==> src/rtl/sccb_req_arbiter.sv <==
// sccb_req_arbiter: two-port arbiter in front of a single SCCB write engine.
// Port A is the init-LUT sequencer. Port B is runtime control.
// Port B is held off until init_done is high. After that, ties between the
// ports are broken round-robin.
// Each granted request becomes one 24-bit {SLAVE_ADDR, reg, value} write.
// The write is handed to the engine with a REQ/BUSY handshake on a
// synchronized copy of SCCB_busy.
// Optional feature: define SCCB_ARB_TIMEOUT_EN to bound each transaction to
// TIMEOUT_CYC cycles. A transaction that times out is acked with ack_err.
module sccb_req_arbiter #(
  parameter logic [7:0]  SLAVE_ADDR  = 8'h42,
  parameter logic [19:0] TIMEOUT_CYC = 20'd600000
) (
  input  logic        S_CLK,
  input  logic        RST,
  input  logic        init_done,
  input  logic        a_req,
  input  logic [15:0] a_data,
  output logic        a_ack,
  input  logic        b_req,
  input  logic [15:0] b_data,
  output logic        b_ack,
  output logic        ack_err,
  output logic        SCCB_req,
  output logic [23:0] data_in,
  input  logic        SCCB_busy,
  output logic        owner,
  output logic        arb_busy
);

  typedef enum logic [1:0] {
    S_IDLE,
    S_REQ,
    S_BUSY,
    S_DONE
  } state_t;

  state_t state, next_state;
  logic   busy_meta, busy_s;
  logic   rr_last_b;     // 1 = port B was served last
  logic   grant_a, grant_b;
  logic   timeout;
  logic   to_err;

  // Port B is grantable only after init. On a tie, the port not served last wins.
  assign grant_a = a_req && (!init_done || !b_req || rr_last_b);
  assign grant_b = init_done && b_req && (!a_req || !rr_last_b);

  // Two-flop synchronizer for the engine busy flag, which comes from the slow clock domain.
  always_ff @(posedge S_CLK) begin
    // NOTE: clocked state always uses non-blocking assignments so every flop
    // samples pre-edge values; blocking here would make busy_s collapse into busy_meta.
    if (RST) begin
      busy_meta <= 1'b0;
      busy_s    <= 1'b0;
    end else begin
      busy_meta <= SCCB_busy;
      busy_s    <= busy_meta;
    end
  end

`ifdef SCCB_ARB_TIMEOUT_EN
  logic [19:0] to_cnt;

  assign timeout = (state == S_REQ || state == S_BUSY) && (to_cnt == TIMEOUT_CYC);

  // Per-transaction cycle counter. It clears on grant, counts during REQ and BUSY, and latches the error flag on expiry.
  always_ff @(posedge S_CLK) begin
    if (RST) begin
      to_cnt <= '0;
      to_err <= 1'b0;
    end else if (state == S_IDLE) begin
      if (grant_a || grant_b) begin
        to_cnt <= '0;
        to_err <= 1'b0;
      end
    end else if (state == S_REQ || state == S_BUSY) begin
      if (timeout) begin
        to_err <= 1'b1;
      end else begin
        to_cnt <= to_cnt + 20'd1;
      end
    end
  end
`else
  assign timeout = 1'b0;
  assign to_err  = 1'b0;
`endif

  // State register.
  always_ff @(posedge S_CLK) begin
    if (RST) begin
      state <= S_IDLE;
    end else begin
      state <= next_state;
    end
  end

  // Next-state and handshake outputs.
  always_comb begin
    // NOTE: every output gets a default before the case statement, so no path leaves it unassigned and no latch is inferred.
    next_state = state;
    SCCB_req   = 1'b0;
    a_ack      = 1'b0;
    b_ack      = 1'b0;
    ack_err    = 1'b0;
    arb_busy   = (state != S_IDLE);
    case (state)
      S_IDLE: begin
        if (grant_a || grant_b) next_state = S_REQ;
      end
      S_REQ: begin
        SCCB_req = !timeout;
        if (timeout)     next_state = S_DONE;
        else if (busy_s) next_state = S_BUSY;
      end
      S_BUSY: begin
        if (timeout || !busy_s) next_state = S_DONE;
      end
      S_DONE: begin
        a_ack      = !owner;
        b_ack      = owner;
        ack_err    = to_err;
        next_state = S_IDLE;
      end
      default: next_state = S_IDLE;
    endcase
  end

  // Latch the winner and its payload at grant. They stay frozen until the next grant.
  always_ff @(posedge S_CLK) begin
    if (RST) begin
      owner   <= 1'b0;
      data_in <= 24'h0;
    end else if (state == S_IDLE && (grant_a || grant_b)) begin
      owner   <= grant_b;
      data_in <= {SLAVE_ADDR, (grant_b ? b_data : a_data)};
    end
  end

  // Round-robin pointer. It advances when a transaction completes.
  always_ff @(posedge S_CLK) begin
    if (RST) begin
      rr_last_b <= 1'b1;
    end else if (state == S_DONE) begin
      rr_last_b <= owner;
    end
  end

endmodule

==> config.mk <==
export PLATFORM = sky130hd
export DESIGN_NAME = sccb_req_arbiter
export DESIGN_NICKNAME = d
export VERILOG_FILES = /design/src/rtl/sccb_req_arbiter.sv
export SDC_FILE = /design/constraint.sdc
export NUM_CORES = 1
export LEC_CHECK = 0
export ABC_AREA = 1
export BUFFER_PORTS_ARGS = -buffer_cell sky130_fd_sc_hd__buf_2
export CORE_UTILIZATION = 35
export CTS_BUF_LIST = sky130_fd_sc_hd__clkbuf_16
export CTS_CLUSTER_DIAMETER = 150
export DETAILED_ROUTE_END_ITERATION = 8
export PLACE_DENSITY = 0.65
export SYNTH_ARGS = -nofsm -noshare
export SYNTH_HDL_FRONTEND = slang
export SYNTH_SLANG_ARGS = --single-unit
export TNS_END_PERCENT = 50
==> constraint.sdc <==
create_clock -name S_CLK -period 3.7 [get_ports S_CLK]
set_input_delay 0.555 -clock S_CLK [delete_from_list [all_inputs] [get_ports S_CLK]]
set_output_delay 0.555 -clock S_CLK [all_outputs]
set_load 0.02 [all_outputs]
**Word-level counts from Yosys, hierarchy flattened**

Index checks and enable logic that the tools add are counted.

- Reduce and logical (&&, ||, !) cells: 16
- Eq/ne operators: 6
- Multiplexer cells: 8

Operators by type and width:

| kind | count |
|---|---|
| 16-bit 2-to-1 mux | 1 |
| 2-bit case mux with 4 select lines | 1 |
| 2-bit 2-to-1 mux | 3 |
| 2-bit != test (second input constant) | 3 |
| 1-bit logical NOT | 5 |
| 2-bit == test (second input constant) | 2 |
| 1-bit logical AND | 4 |
| 1-bit logical OR | 4 |
| 1-bit 2-to-1 mux | 3 |
| 3-bit AND reduction | 1 |
| 2-bit by 1-bit == test with 1-bit output (second input constant) | 1 |
| 2-bit logical NOT | 1 |
| 2-bit nonzero test | 1 |

- Input bits: 38
- Flip-flop bits (word level): 23
- Logic and storage cells: 36
- Output and inout port bits: 30

**Longest topological paths before layout**

- Depth after elaboration: 7
- Gate-level depth with buffers: 8
- Mapped depth without buffers: 8

**Least setup slack after synthesis**

OpenSTA, ideal clock, no wires.

- Path type: reg-to-output
- From: register state[1]
- To: output a_ack
- Slack: 2,308 ps
- Path buffers: 0
- Cell stages (with the launch flop): 4
- Required time: 3,145 ps
- Data arrival time: 837 ps
- Cells stage by stage: dfxtp_1 -> ha_1 -> inv_1 -> nor2_1

- Cells in the longest elaborated chain, start to end: 2

RTL lines:

| what | line | source |
|---|---|---|
| start: declaration | 38 | `state_t state, next_state;` |
| start signal: assignment | 95 | `state <= next_state;` |
| 2-bit == test | 108 | `case (state)` |
| 1-bit 2-to-1 mux | 108 |  |
| end: declaration | 19 | `output logic a_ack,` |

No other way between the ends.

**Final worst setup path**

- From: register state[1]
- To: output arb_busy

- Cells in the longest elaborated chain, start to end: 1

RTL lines:

| what | line | source |
|---|---|---|
| 2-bit nonzero test | 107 | `arb_busy = (state != S_IDLE);` |
| end: declaration | 28 | `output logic arb_busy` |

No other way between the ends.

==> key figures <==
Run status
  • Status: complete, no violations

Finish
  • # diodes: 0
  • Layout area overhead: 26.2%
  • Fin nets: 295
  • Fillers: approximately 400
  • Layout cells sized above 1: roughly 30%

STA
  • Final Critical Period: 1.79 ns
  • Final Cycle Share: between 40 and 50%
  • Max-slew violation count: 0
  • Setup violations, final: 0
  • Final hold vios: 0
  • Setup Skew: around 0.0026 ns
  • Final setup TNS: 0 ns
  • Achievable Freq: between 500 and 600 MHz
  • RSZ-0062 raised after global routing: false

Global route
  • Initial antenna violation count: 0
  • Gr usage total: 16.2%
  • First-pass GRT wire length: between 5 and 6 mm
  • Largest net degree at the start of global routing: 22
  • Gr ovfl total: 0
  • Vias in the first global route: roughly 1,100

Detailed routing
  • Routed wire length: about 3.0 mm
  • Vias: approximately 1,300
  • Detail Route Antenna Nets: 0
  • Wire per inst: between 10 and 15 µm
  • 1st-pass router iterations: 4
  • DRC: 0
  • Via/cell ratio: around 4.3
  • DR iter-0 viols: between 70 and 80

Critical path
  • Crit path arrival time: about 1.2 ns
  • Crit Path Class: flop to primary output
  • Element type at the critical path end: primary output
  • Critical Path Source Type: flop
  • Crit path required time: approximately 3.1 ns
  • R2R depth: 7
  • CP Max Fanout: 5

Place
  • IO buf count: 60
  • Final GP Congestion: ~0.8
  • Dpl hpwl: about 2.2 mm

Floorplanning
  • Core Area: ~3500 µm²
  • IO Pins: slightly below 70
  • Num rows: 21
  • Initial Util: 38.0%
  • Die height: around 63 µm
  • Die X: around 63 µm
  • Die area: 4010 µm²

Hold path
  • Hold Path Stages: 2
  • Hold Crit Class: flop to flop

Clock network
  • H-tree levels: 1
  • Worst skew pair latency: between 0.2 and 0.3 ns
  • CTS Buf Count: 3
  • Max Root-Sink Buffers: 2
  • TritonCTS clock tree: built
  • Clock root cell: clkbuf_16
  • Clk slew on worst S/H paths: about 0.06 ns
  • Post-CTS Hold Buffers: 0
  • # clock sinks: 23
  • # Post-CTS Setup Buffers: 0
  • Post-cts gate resize count: 0

Pwr
  • Maximum vdd drop: about 220 µV
  • Leak Pwr: 0.996 nW
  • Pwr Total: 1.07 mW
  • Pwr/cell area: ~640 nW/µm²

Synth
  • Synth warn: 0
  • Seq cells post-synth: 23
  • Mapped Area: 1320 µm²
  • Post-Syn Instances: ~200
  • Syn avg cell area: ~6.7 µm²
  • Post-synth cell types: 18
  • Post-synthesis sequential area ratio: a little over a third

Job
  • Max cap viols: 0
-- placed cells by master, fill, tap and decap left out --
cell type / instances
nand3_2: 3
nand2_2: 4
nand3_1: 33
o21ai_0: 1
a21oi_4: 1
dfxtp_1: 23
conb_1: 7
a21oi_1: 19
nand2_1: 39
clkbuf_16: 3
buf_2: 60
inv_1: 44
inv_2: 2
or2_2: 1
ha_1: 4
nor2_1: 8
-- worst max-delay path: stages (launching register included) --
cell     delay (ns)
dfxtp_1        0.38
inv_1          0.09
ha_1           0.25
inv_2          0.10
buf_2          0.16
-- cell families after synthesis --
group / synth area share, %
compound gates: 8.84
other cells: 0.285
simple gates: 30.6
buf+inv: 21.5
fa+ha+maj: 3.80
flops: 35.0
-- stage by stage --
step           setup slack, ns  std cells  utilization (%)  hold slack (ns)  instance area [µm²]
3_5_place_dp              2.02        294             45.6            0.396                 1580
5_1_grt                   1.84        298             47.9            0.446                 1660
6_report                  1.91        298             47.9            0.406                 1660
2_1_floorplan             2.31        203                -            0.388                 1340
3_3_place_gp              2.07        294             45.6            0.390                 1580
4_1_cts                   1.90        298             47.9            0.405                 1660
-- power breakdown --
| group | total [mW] | switching (mW) | leakage, nW | internal (mW) |
|---|---|---|---|---|
| Sequential | 0.361 | 0.0394 | 0.190 | 0.322 |
| Clock | 0.231 | 0.0870 | 0.0423 | 0.144 |
| Combinational | 0.474 | 0.312 | 0.763 | 0.162 |
-- per-layer routing --
layer / GRT usage (%) / part of all wire, % / vias up
met5: 0 / 0 / -
li1: - / - / 694
met2: 24.1 / 42 / 47
met1: 21.8 / 50 / 530
met3: 4.71 / 8.0 / 2
met4: 5.97 / 0.60 / 0
-- cell type report --
| cell class | count | area, µm² | share of cell area (%) |
|---|---|---|---|
| flip-flops and latches | 23 | 460 | 27.7 |
| multi-input cells | 120 | 596 | 35.8 |
| repair buffers | 60 | 300 | 18.1 |
| well taps | 46 | 57.6 | 3.46 |
| clock buffers | 3 | 75.1 | 4.52 |
| clock inverters | 1 | 3.75 | 0.226 |
| inverters | 45 | 169 | 10.2 |
-- cell usage after synthesis, drive strengths merged --
cell	n	area, µm²
clkbuf	2	7.51
or2	1	6.26
nand2	43	171
ha	4	50.1
dfxtp	23	460
nand3	36	195
a21oi	20	111
nor2	8	30.0
conb	1	3.75
buf	13	106
inv	45	169
o21ai	1	5.00
-- flip-flops by register name (all words and copies together) (netlist names) --
register / cells
busy_meta: 1
busy_s: 1
data_in: 17
owner: 1
rr_last_b: 1
state: 2
-- final timing paths --
kind | startpoint | to | slack (ns)
max | state[1] | arb_busy | 1.91
min | busy_meta | busy_s | 0.41
max reg2reg | state[1] | data_in[4] | 2.15
min reg2reg | busy_meta | busy_s | 0.41
Note: power is estimated with default switching activity, not from simulation.
